==> src/rtl/iobus_response_mux_pkg.sv <==
// iobus_pkg: shared IO bus constants, state encoding and default response data.
package iobus_pkg;
   localparam int IOBUS_ADDR_W = 32;
   localparam int IOBUS_DATA_W = 32;
   localparam logic [IOBUS_DATA_W-1:0] IOBUS_DEFAULT_DATA = 32'h0000_0000;
   localparam logic [IOBUS_DATA_W-1:0] IOBUS_ERROR_DATA = 32'hDEAD_BEEF;
   typedef enum logic [1:0] {S_IDLE = 2'd0, S_WAIT = 2'd1, S_DFLT = 2'd2, S_TOUT = 2'd3} iobus_state_e;
endpackage

==> src/rtl/iobus_response_mux_if.sv <==
// iobus_response_mux_if: strobes, core returns and responses between MCS side and the response mux.
interface iobus_response_mux_if import iobus_pkg::*; #(parameter int CORE_COUNT = 2);
   logic [CORE_COUNT:0] strobe_in;
   logic io_read_strobe;
   logic [IOBUS_ADDR_W-1:0] io_address;
   logic [CORE_COUNT-1:0] core_ready;
   logic [IOBUS_DATA_W*CORE_COUNT-1:0] core_read_data;
   logic err_clear;
   logic io_ready;
   logic [IOBUS_DATA_W-1:0] io_read_data;
   logic bus_error;
   logic overlap_error;
   logic [IOBUS_ADDR_W-1:0] err_address;
   modport master (
      output strobe_in, io_read_strobe, io_address, core_ready, core_read_data, err_clear,
      input io_ready, io_read_data, bus_error, overlap_error, err_address
   );
   modport slave (
      input strobe_in, io_read_strobe, io_address, core_ready, core_read_data, err_clear,
      output io_ready, io_read_data, bus_error, overlap_error, err_address
   );
endinterface

==> src/rtl/iobus_response_mux_timeout.sv <==
// iobus_timeout_counter: WAIT-state watchdog, expired while the count sits at TIMEOUT_CYCLES-1.
module iobus_timeout_counter #(
   parameter int TIMEOUT_CYCLES = 256
) (
   input  logic clk,
   input  logic rst,
   input  logic clear,
   input  logic enable,
   output logic expired
);
   localparam int W = $clog2(TIMEOUT_CYCLES);
   logic [W-1:0] cnt_q, cnt_d;
   always_comb cnt_d = clear ? '0 : enable ? cnt_q + 1'b1 : cnt_q;
   always_ff @(posedge clk) begin
      if (rst) cnt_q <= '0;
      else cnt_q <= cnt_d;
   end
   assign expired = cnt_q == W'(TIMEOUT_CYCLES - 1);
endmodule

==> src/rtl/iobus_response_mux.sv <==
// iobus_response_mux: tracks the one outstanding IO bus access and returns core, default or timeout responses.
module iobus_response_mux import iobus_pkg::*; #(
   parameter int CORE_COUNT = 2,
   parameter int TIMEOUT_CYCLES = 256,
   parameter logic [IOBUS_DATA_W-1:0] DEFAULT_DATA = IOBUS_DEFAULT_DATA,
   parameter logic [IOBUS_DATA_W-1:0] ERROR_DATA = IOBUS_ERROR_DATA
) (
   input logic clk,
   input logic rst,
   iobus_response_mux_if.slave bus
);
   localparam int SEL_W = CORE_COUNT > 1 ? $clog2(CORE_COUNT) : 1;
   iobus_state_e state_q;
   logic [SEL_W-1:0] sel_q;
   logic rd_q, ready_q, bus_error_q, overlap_q, expired, any_strobe, sel_ready;
   logic [IOBUS_ADDR_W-1:0] addr_q, err_addr_q;
   logic [IOBUS_DATA_W-1:0] data_q, sel_data;
   int low;
   // Lowest set strobe bit wins; CORE_COUNT means the default responder.
   always_comb begin
      low = CORE_COUNT;
      for (int i = CORE_COUNT; i >= 0; i--) if (bus.strobe_in[i]) low = i;
   end
   assign any_strobe = |bus.strobe_in;
   assign sel_ready = bus.core_ready[sel_q];
   assign sel_data = bus.core_read_data[IOBUS_DATA_W*int'(sel_q) +: IOBUS_DATA_W];
   iobus_timeout_counter #(.TIMEOUT_CYCLES(TIMEOUT_CYCLES)) u_timeout (
      .clk(clk), .rst(rst), .clear(state_q != S_WAIT), .enable(state_q == S_WAIT), .expired(expired)
   );
   always_ff @(posedge clk) begin
      if (rst) begin
         state_q <= S_IDLE;
         sel_q <= '0;
         rd_q <= 1'b0;
         addr_q <= '0;
         ready_q <= 1'b0;
         data_q <= '0;
         bus_error_q <= 1'b0;
         overlap_q <= 1'b0;
         err_addr_q <= '0;
      end else begin
         ready_q <= 1'b0;
         data_q <= '0;
         if (bus.err_clear) begin
            bus_error_q <= 1'b0;
            overlap_q <= 1'b0;
            err_addr_q <= '0;
         end
         if (state_q != S_IDLE && any_strobe) overlap_q <= 1'b1;
         case (state_q)
            S_IDLE: if (any_strobe) begin
               rd_q <= bus.io_read_strobe;
               if (low == CORE_COUNT) begin
                  state_q <= S_DFLT;
                  ready_q <= 1'b1;
                  data_q <= bus.io_read_strobe ? DEFAULT_DATA : '0;
               end else begin
                  state_q <= S_WAIT;
                  sel_q <= SEL_W'(low);
                  addr_q <= bus.io_address;
               end
            end
            // Ready beats expiry when both land in the same cycle.
            S_WAIT: if (sel_ready) begin
               state_q <= S_IDLE;
               ready_q <= 1'b1;
               data_q <= rd_q ? sel_data : '0;
            end else if (expired) begin
               state_q <= S_TOUT;
               ready_q <= 1'b1;
               data_q <= rd_q ? ERROR_DATA : '0;
               bus_error_q <= 1'b1;
               if (!bus_error_q || bus.err_clear) err_addr_q <= addr_q;
            end
            default: state_q <= S_IDLE;
         endcase
      end
   end
   assign bus.io_ready = ready_q;
   assign bus.io_read_data = data_q;
   assign bus.bus_error = bus_error_q;
   assign bus.overlap_error = overlap_q;
   assign bus.err_address = err_addr_q;
endmodule
==> src/flat_wrapper.sv <==
// flat-port wrapper written by rule: the top's interface ports become plain ports
module iobus_response_mux_flat import iobus_pkg::*;
#(
   parameter int CORE_COUNT = 2,
   parameter int TIMEOUT_CYCLES = 256,
   parameter logic [IOBUS_DATA_W-1:0] DEFAULT_DATA = IOBUS_DEFAULT_DATA,
   parameter logic [IOBUS_DATA_W-1:0] ERROR_DATA = IOBUS_ERROR_DATA
)
  (clk, rst, bus_strobe_in, bus_io_read_strobe, bus_io_address, bus_core_ready, bus_core_read_data, bus_err_clear, bus_io_ready, bus_io_read_data, bus_bus_error, bus_overlap_error, bus_err_address);
  iobus_response_mux_if #(.CORE_COUNT(CORE_COUNT)) bus_i ();
  input logic clk;
  input logic rst;
  input wire logic [$bits(bus_i.strobe_in)-1:0] bus_strobe_in;
  input wire logic [$bits(bus_i.io_read_strobe)-1:0] bus_io_read_strobe;
  input wire logic [$bits(bus_i.io_address)-1:0] bus_io_address;
  input wire logic [$bits(bus_i.core_ready)-1:0] bus_core_ready;
  input wire logic [$bits(bus_i.core_read_data)-1:0] bus_core_read_data;
  input wire logic [$bits(bus_i.err_clear)-1:0] bus_err_clear;
  output wire logic [$bits(bus_i.io_ready)-1:0] bus_io_ready;
  output wire logic [$bits(bus_i.io_read_data)-1:0] bus_io_read_data;
  output wire logic [$bits(bus_i.bus_error)-1:0] bus_bus_error;
  output wire logic [$bits(bus_i.overlap_error)-1:0] bus_overlap_error;
  output wire logic [$bits(bus_i.err_address)-1:0] bus_err_address;
  assign bus_i.strobe_in = bus_strobe_in;
  assign bus_i.io_read_strobe = bus_io_read_strobe;
  assign bus_i.io_address = bus_io_address;
  assign bus_i.core_ready = bus_core_ready;
  assign bus_i.core_read_data = bus_core_read_data;
  assign bus_i.err_clear = bus_err_clear;
  assign bus_io_ready = bus_i.io_ready;
  assign bus_io_read_data = bus_i.io_read_data;
  assign bus_bus_error = bus_i.bus_error;
  assign bus_overlap_error = bus_i.overlap_error;
  assign bus_err_address = bus_i.err_address;
  iobus_response_mux #(.CORE_COUNT(CORE_COUNT), .TIMEOUT_CYCLES(TIMEOUT_CYCLES), .DEFAULT_DATA(DEFAULT_DATA), .ERROR_DATA(ERROR_DATA)) u_core (.clk(clk), .rst(rst), .bus(bus_i));
endmodule
==> config.mk <==
export PLATFORM = sky130hd
export DESIGN_NAME = iobus_response_mux_flat
export DESIGN_NICKNAME = d
export VERILOG_FILES = /design/src/rtl/iobus_response_mux_pkg.sv /design/src/rtl/iobus_response_mux_if.sv /design/src/rtl/iobus_response_mux_timeout.sv /design/src/rtl/iobus_response_mux.sv /design/src/flat_wrapper.sv
export SDC_FILE = /design/constraint.sdc
export NUM_CORES = 1
export LEC_CHECK = 0
export BUFFER_PORTS_ARGS = -buffer_cell sky130_fd_sc_hd__buf_2
export CAP_MARGIN = 20
export CORE_ASPECT_RATIO = 1.75
export CORE_UTILIZATION = 35
export DETAILED_ROUTE_END_ITERATION = 10
export GPL_ROUTABILITY_DRIVEN = 0
export HOLD_SLACK_MARGIN = 0.08
export MAX_ROUTING_LAYER = met4
export PLACE_DENSITY_LB_ADDON = 0.1
export RECOVER_POWER = 25
export SYNTH_ARGS = -nofsm -noshare
export SYNTH_HDL_FRONTEND = slang
export SYNTH_SLANG_ARGS = --single-unit
==> constraint.sdc <==
create_clock -name clk -period 3.15 [get_ports clk]
set_clock_uncertainty 0.2 [all_clocks]
set_input_delay 0.4725 -clock clk [delete_from_list [all_inputs] [get_ports clk]]
set_output_delay 0.4725 -clock clk [all_outputs]
set_load 0.02 [all_outputs]
==> reports/results.txt, run 1 <==
Core ar.: 11700 sq um
drt drc: 0
kind of critical path: in2reg
Synth Warn #: 0
share of layout cells above drive strength 1: 26.8%
Mapped Area: 4240 sq um
synthesized-area fraction occupied by adder cells: 0.295%
Final setup violation count: 0
ANT nets after route: 0
WP data required: 3.16 ns
worst hold slack: 0.161 ns
CTS tree: done
Starting DRT DRC Count: 87
worst slew pin tran: 1.44 ns
Power Density: 530 nW/um^2
status: completed
port buffer count: 171
CTS Buffer Depth: 2
clock power share: 38.9%
initial antenna violation count: 0
post-CTS setup buffers: 0
combinational share of power: 10.1%
part of the power in registers: 51.0%
Tot GR Track Use: 16.6%
DIE HEIGHT: 148 um
Sw Pwr: 0.670 mW
I/O pin count: 172
number of diodes: 0
Final Cycle Share: 74.3%
largest family of logic cells by synthesized area: simple AND/OR/NAND/NOR gates
Reg clk slew, reported paths: 0.07 ns
async set-reset flop share out of synthesis: 0%
first-pass GRT wire length: 15.9 mm
Yosys cell types: 31
CP Data Arrival Time: 2.35 ns
clock latency on the worst-skew pair: 0.33 ns
final hold vios: 0
pin count of the biggest net entering global routing: 39
CP Capture Type: register
post-synthesis simple-gate area fraction: 18.7%
DP HPWL: 7.21 mm
Area Growth Syn to Fin: 28.2%
CP max FO: 37
Final Max Tran Viols: 0
fin crit period: 2.34 ns
Detailed Route WL: 9.91 mm
max cap viols: 0
post-synthesis mux area share: 15.7%
global route overflow: 0
Post-Synth XOR/XNOR Area: 1.03%
initial core utilization: 36.2%
unrepaired setup endpoints after global routing: false
root buf cell: clkbuf_16
hold depth: 3
fin nets: 718
Final Power: 2.88 mW
worst min path class: in2reg
first-pass detailed-route iteration total: 4
Post-Route Setup TNS: 0 ns
VDD IR max: 0.305 mV
P_int: 2.21 mW
synthesized area per cell: 9.38 sq um
f_max: 427 MHz
FP Rows: 52
cts hold-fix bufs: 0
P_leak: 2.50 nW
Post-synth EDFFs: 0
vias in the first global route: 3353
CTS sink count: 111
synthesized flop and latch total: 111
Die Span X: 85.2 um
vias per cell: 4.74
Slew HR: 3.80%
post-synthesis sequential area ratio: 52.4%
wire per inst: 13.2 um
Post-synth top flop: dfxtp_1
vias: 3559
CTS Buf Count: 9
Synthesized Nets: 558
critical path startpoint category: input port
Syn Inst Count: 452
die area: 12600 sq um
compound-gate portion of the synthesized area: 8.50%
# resized after CTS: 0
H-tree Lvls: 3
Reg2Reg Depth: 5
Filler Cell Count: 1172
switching share of total power: 23.3%
-- metrics by stage --
stage	setup WS [ns]	std cells	instance area [sq um]	utilization [%]
finish	0.810	751	5430	46.4
global route	0.574	751	5430	46.4
CTS	0.841	751	5480	46.8
detailed placement	0.815	736	5190	44.3
global placement	0.865	736	5190	44.3
floorplan	1.43	452	4240	-
-- final timing paths --
check | end | from | slack (ns)
setup / recovery | u_core.bus.io_read_data[4]$_SDFF_PP0_ | rst | 0.81
hold / removal | u_core.bus.io_read_data[14]$_SDFF_PP0_ | bus_core_read_data[14] | 0.16
setup reg to reg | u_core.bus.err_address[7]$_SDFF_PP0_ | u_core.u_timeout.cnt_q[0]$_SDFFE_PP0N_ | 0.92
hold reg to reg | u_core.u_timeout.cnt_q[0]$_SDFFE_PP0N_ | u_core.u_timeout.cnt_q[0]$_SDFFE_PP0N_ | 0.25
-- flip-flops by register name, indices dropped and copies added, names as in the netlist --
signal                    count
u_core.state_q                2
u_core.sel_q                  1
u_core.bus.overlap_error      1
u_core.u_timeout.cnt_q        8
u_core.bus.io_ready           1
u_core.bus.bus_error          1
u_core.rd_q                   1
u_core.bus.err_address       32
u_core.bus.io_read_data      32
u_core.addr_q                32
-- logic make-up after synthesis --
| group | count (synthesis) |
|---|---|
| AO/OA/AOI/OAI | 68 |
| XOR/XNOR | 5 |
| adder cells (fa/ha/maj) | 1 |
| buffers and inverters | 29 |
| flip-flops | 111 |
| multiplexers | 66 |
| AND/OR/NAND/NOR | 172 |
-- placed cells by master (no fill, tap or decap), types with 2 or more instances in the layout --
cell type  Yosys  layout
nand2b_1      36      36
clkbuf_16      0       9
a21oi_1       60      60
nand2_1      100     100
nor2_1        22      21
buf_2          8     136
a211oi_1       2       2
xor2_1         3       3
and3_1         2       2
nand4_1        2       2
mux2i_1       65      65
xnor2_1        2       2
dfxtp_1      111     110
nand3_1        3       3
clkbuf_1      17      37
buf_4          0       7
-- power groups by stage --
stage / sequential (mW) / clock (mW) / combinational (mW)
final: 1.47 / 1.12 / 0.290
after global routing: 1.47 / 1.23 / 0.323
after CTS: 1.47 / 1.17 / 0.298
after detailed placement: 1.50 / 0 / 0.297
after global placement: 1.50 / 0 / 0.293
after floorplan: 1.50 / 0 / 0.173
-- cells in the mapped netlist (2+ instances only) --
cell type	instances	area, sq um
nand3_1	3	15.0
clkbuf_1	17	63.8
a21oi_1	60	300
dfxtp_1	111	2220
and3_1	2	12.5
nand2_1	100	375
mux2i_1	65	651
nor2_1	22	82.6
xnor2_1	2	17.5
a211oi_1	2	15.0
nand4_1	2	12.5
buf_2	8	40.0
buf_6	3	33.8
nand2b_1	36	225
xor2_1	3	26.3
-- critical path, stage by stage --
cell and delay [ns]:
clkbuf_1 1.02, nor2_1 0.33, nand3_1 0.43, nor2_1 0.09
-- metal layers --
metal | share of wire, % | routed length [um] | GRT usage, %
met5 | 0 | 0 | -
met4 | 1.4 | 138 | 5.76
met3 | 6.5 | 643 | 4.75
met2 | 52 | 5190 | 28.8
met1 | 40 | 3940 | 17.9
-- layout make-up --
type                       instances  area [sq um]  share of cell area (%)
sequential                       111          2220                    40.9
clock buffer                      12           246                    4.54
tap                              135           169                    3.11
timing repair buffer             178           865                    15.9
clock inverter                     3          43.8                   0.806
multi-input combinational        312          1890                    34.7
No activity file was read; power rests on OpenSTA's default activity.
==> inputs of run 2 (changes only) <==
==> constraint.sdc (replaced) <==
create_clock -name clk -period 1.9 [get_ports clk]
set_clock_uncertainty 0.2 [all_clocks]
set_input_delay 0.285 -clock clk [delete_from_list [all_inputs] [get_ports clk]]
set_output_delay 0.285 -clock clk [all_outputs]
set_load 0.02 [all_outputs]
==> run 2 against run 1 <==
  * Register-to-register slack worse by 0.82 ns
  * Final cell count up 14%
  * Largest cell class unchanged
  * Sequential cell count unchanged
  * Die area did not move
==> reports/results.txt, run 2 (synthesized netlist as in run 1, its figures left out) <==
initial core utilization: 36.2% (unchanged)
root buf cell: clkbuf_16
initial antenna violation count: 0 (unchanged)
Multi-input gate area: 1890 sq um (unchanged)
max cap viols: 0 (unchanged)
wire per inst: 13.6 um (+2.9%)
share of layout cells above drive strength 1: 22.9% (-3.8 points)
port buffer count: 171 (unchanged)
switching share of total power: 23.9% (+0.68 points)
status: completed
critical path startpoint category: register
non-filler instance count after layout: 854 (+14%)
CTS Buf Count: 9 (unchanged)
placed insts: 740 (+0.54%)
Die Span X: 85.2 um (unchanged)
clock power share: 38.3% (-0.6 points)
P_leak: 2.92 nW (+17%)
worst min path class: in2reg
worst slew pin tran: 0.535 ns (-0.908 ns)
Area Growth Syn to Fin: 53.0%
placed instance area: 5250 sq um (+1.3%)
Reg clk slew, reported paths: 0.07 ns (about the same)
Final Cycle Share: 94.7%
Final setup violation count: 0 (unchanged)
VDD IR max: 0.464 mV (+52%)
f_max: 556 MHz
ANT nets after route: 0 (unchanged)
CTS tree: done
CP max stage cell: dfxtp_1
DP HPWL: 7.30 mm (+1.4%)
pin count of the biggest net entering global routing: 39 (unchanged)
kind of critical path: reg2reg
P_int: 3.81 mW (+72%)
CP max FO: 32 (-14%)
Tot GR Track Use: 19.2% (+2.6 points)
crit-path cells: ha_1 -> nand3_1 -> nor3_4 -> nand3_4 -> buf_12 -> mux2i_1
I/O pin count: 172 (unchanged)
commonest non-fill, non-tap cell in the layout: buf_2
post-CTS setup buffers: 0 (unchanged)
unrepaired setup endpoints after global routing: false
fin nets: 820 (+14%)
number of diodes: 0 (unchanged)
part of the power in registers: 48.6% (-2.4 points)
Slew HR: 64.4% (+61 points)
first-pass GRT wire length: 18.5 mm (+16%)
WP data required: 1.92 ns (-1.24 ns)
CP Capture Type: register
slowest cell delay on critical path: 0.35 ns (-0.67 ns)
Design Area, Final: 6480 sq um (+19%)
Final Max Tran Viols: 0 (unchanged)
combinational share of power: 13.1% (+3.0 points)
Post-Route Setup TNS: 0 ns (unchanged)
Reg area: 2220 sq um (unchanged)
Power Density: 772 nW/um^2 (+46%)
fin crit period: 1.80 ns
Sw Pwr: 1.20 mW (+79%)
CP Data Arrival Time: 1.82 ns (-0.53 ns)
FP Rows: 52 (unchanged)
H-tree Lvls: 3 (unchanged)
Detailed Route WL: 11.6 mm (+17%)
Starting DRT DRC Count: 121 (+39%)
clock latency on the worst-skew pair: 0.34 ns (about the same)
CTS sink count: 111 (unchanged)
Core ar.: 11700 sq um (unchanged)
Filler Cell Count: 1099 (-6.2%)
vias in the first global route: 4078 (+22%)
DIE HEIGHT: 148 um (unchanged)
drt drc: 0 (unchanged)
CTS Buffer Depth: 2 (unchanged)
most frequent cells in the layout: buf_2 (130), dfxtp_1 (110), nand2_1 (100)
global route overflow: 0 (unchanged)
vias: 4036 (+13%)
vias per cell: 4.73 (-0.27%)
Final Power: 5.01 mW (+74%)
die area: 12600 sq um (unchanged)
final hold vios: 0 (unchanged)
first-pass detailed-route iteration total: 6 (+2)
run 2: worst paths after layout:
kind	startpoint	end	slack, ns	depth (start not counted)
max	u_core.u_timeout.cnt_q[0]$_SDFFE_PP0N_	u_core.bus.err_address[26]$_SDFF_PP0_	0.10	6
min	bus_strobe_in[1]	u_core.sel_q$_SDFFE_PP0P_	0.10	3
max reg2reg	u_core.u_timeout.cnt_q[0]$_SDFFE_PP0N_	u_core.bus.err_address[26]$_SDFF_PP0_	0.10	6
min reg2reg	u_core.u_timeout.cnt_q[0]$_SDFFE_PP0N_	u_core.u_timeout.cnt_q[0]$_SDFFE_PP0N_	0.25	1
run 2: power by group through the flow:
stage	clock (mW)	combinational [mW]	sequential, mW
2_1_floorplan	0	0.286	2.49
3_3_place_gp	0	0.494	2.49
3_5_place_dp	0	0.501	2.49
4_1_cts	1.97	0.656	2.43
5_1_grt	2.06	0.719	2.44
6_report	1.92	0.656	2.43
run 2: what timing repair did:
item                                   4_1_cts  5_1_grt
resized for setup                            0        0
endpoints found under the hold margin       67        0
hold buffers                                98        0
run 2: critical path: cells and delay by family (launching register included):
family                     cells  cell delay, ns
buffers and inverters          1            0.20
DFF                            1            0.35
and+or+nand+nor                3            0.58
adders and majority gates      1            0.19
muxes                          1            0.14
run 2: cell type report:
| type | instances | area share, % |
|---|---|---|
| clock buffer | 11 | 3.74 |
| sequential | 111 | 34.3 |
| tap | 135 | 2.61 |
| clock inverter | 5 | 0.869 |
| timing repair buffer | 280 | 29.4 |
| multi-input combinational | 312 | 29.1 |
run 2: stage by stage:
step	worst slack [ns]	hold WS, ns	util, %
2_1_floorplan	0.180	0.182	-
3_3_place_gp	0.145	0.226	44.9
3_5_place_dp	0.0897	0.245	44.9
4_1_cts	0.0796	0.0911	55.8
5_1_grt	0.00231	0.134	55.4
6_report	0.102	0.103	55.4
run 2: per-layer routing:
metal / global-route usage [%] / share of wire (%) / vias up
li1: - / - / 2020
met1: 20.2 / 40 / 1865
met2: 35.4 / 54 / 140
met3: 3.35 / 5.2 / 11
met4: 6.61 / 1.2 / 0
met5: - / 0 / -
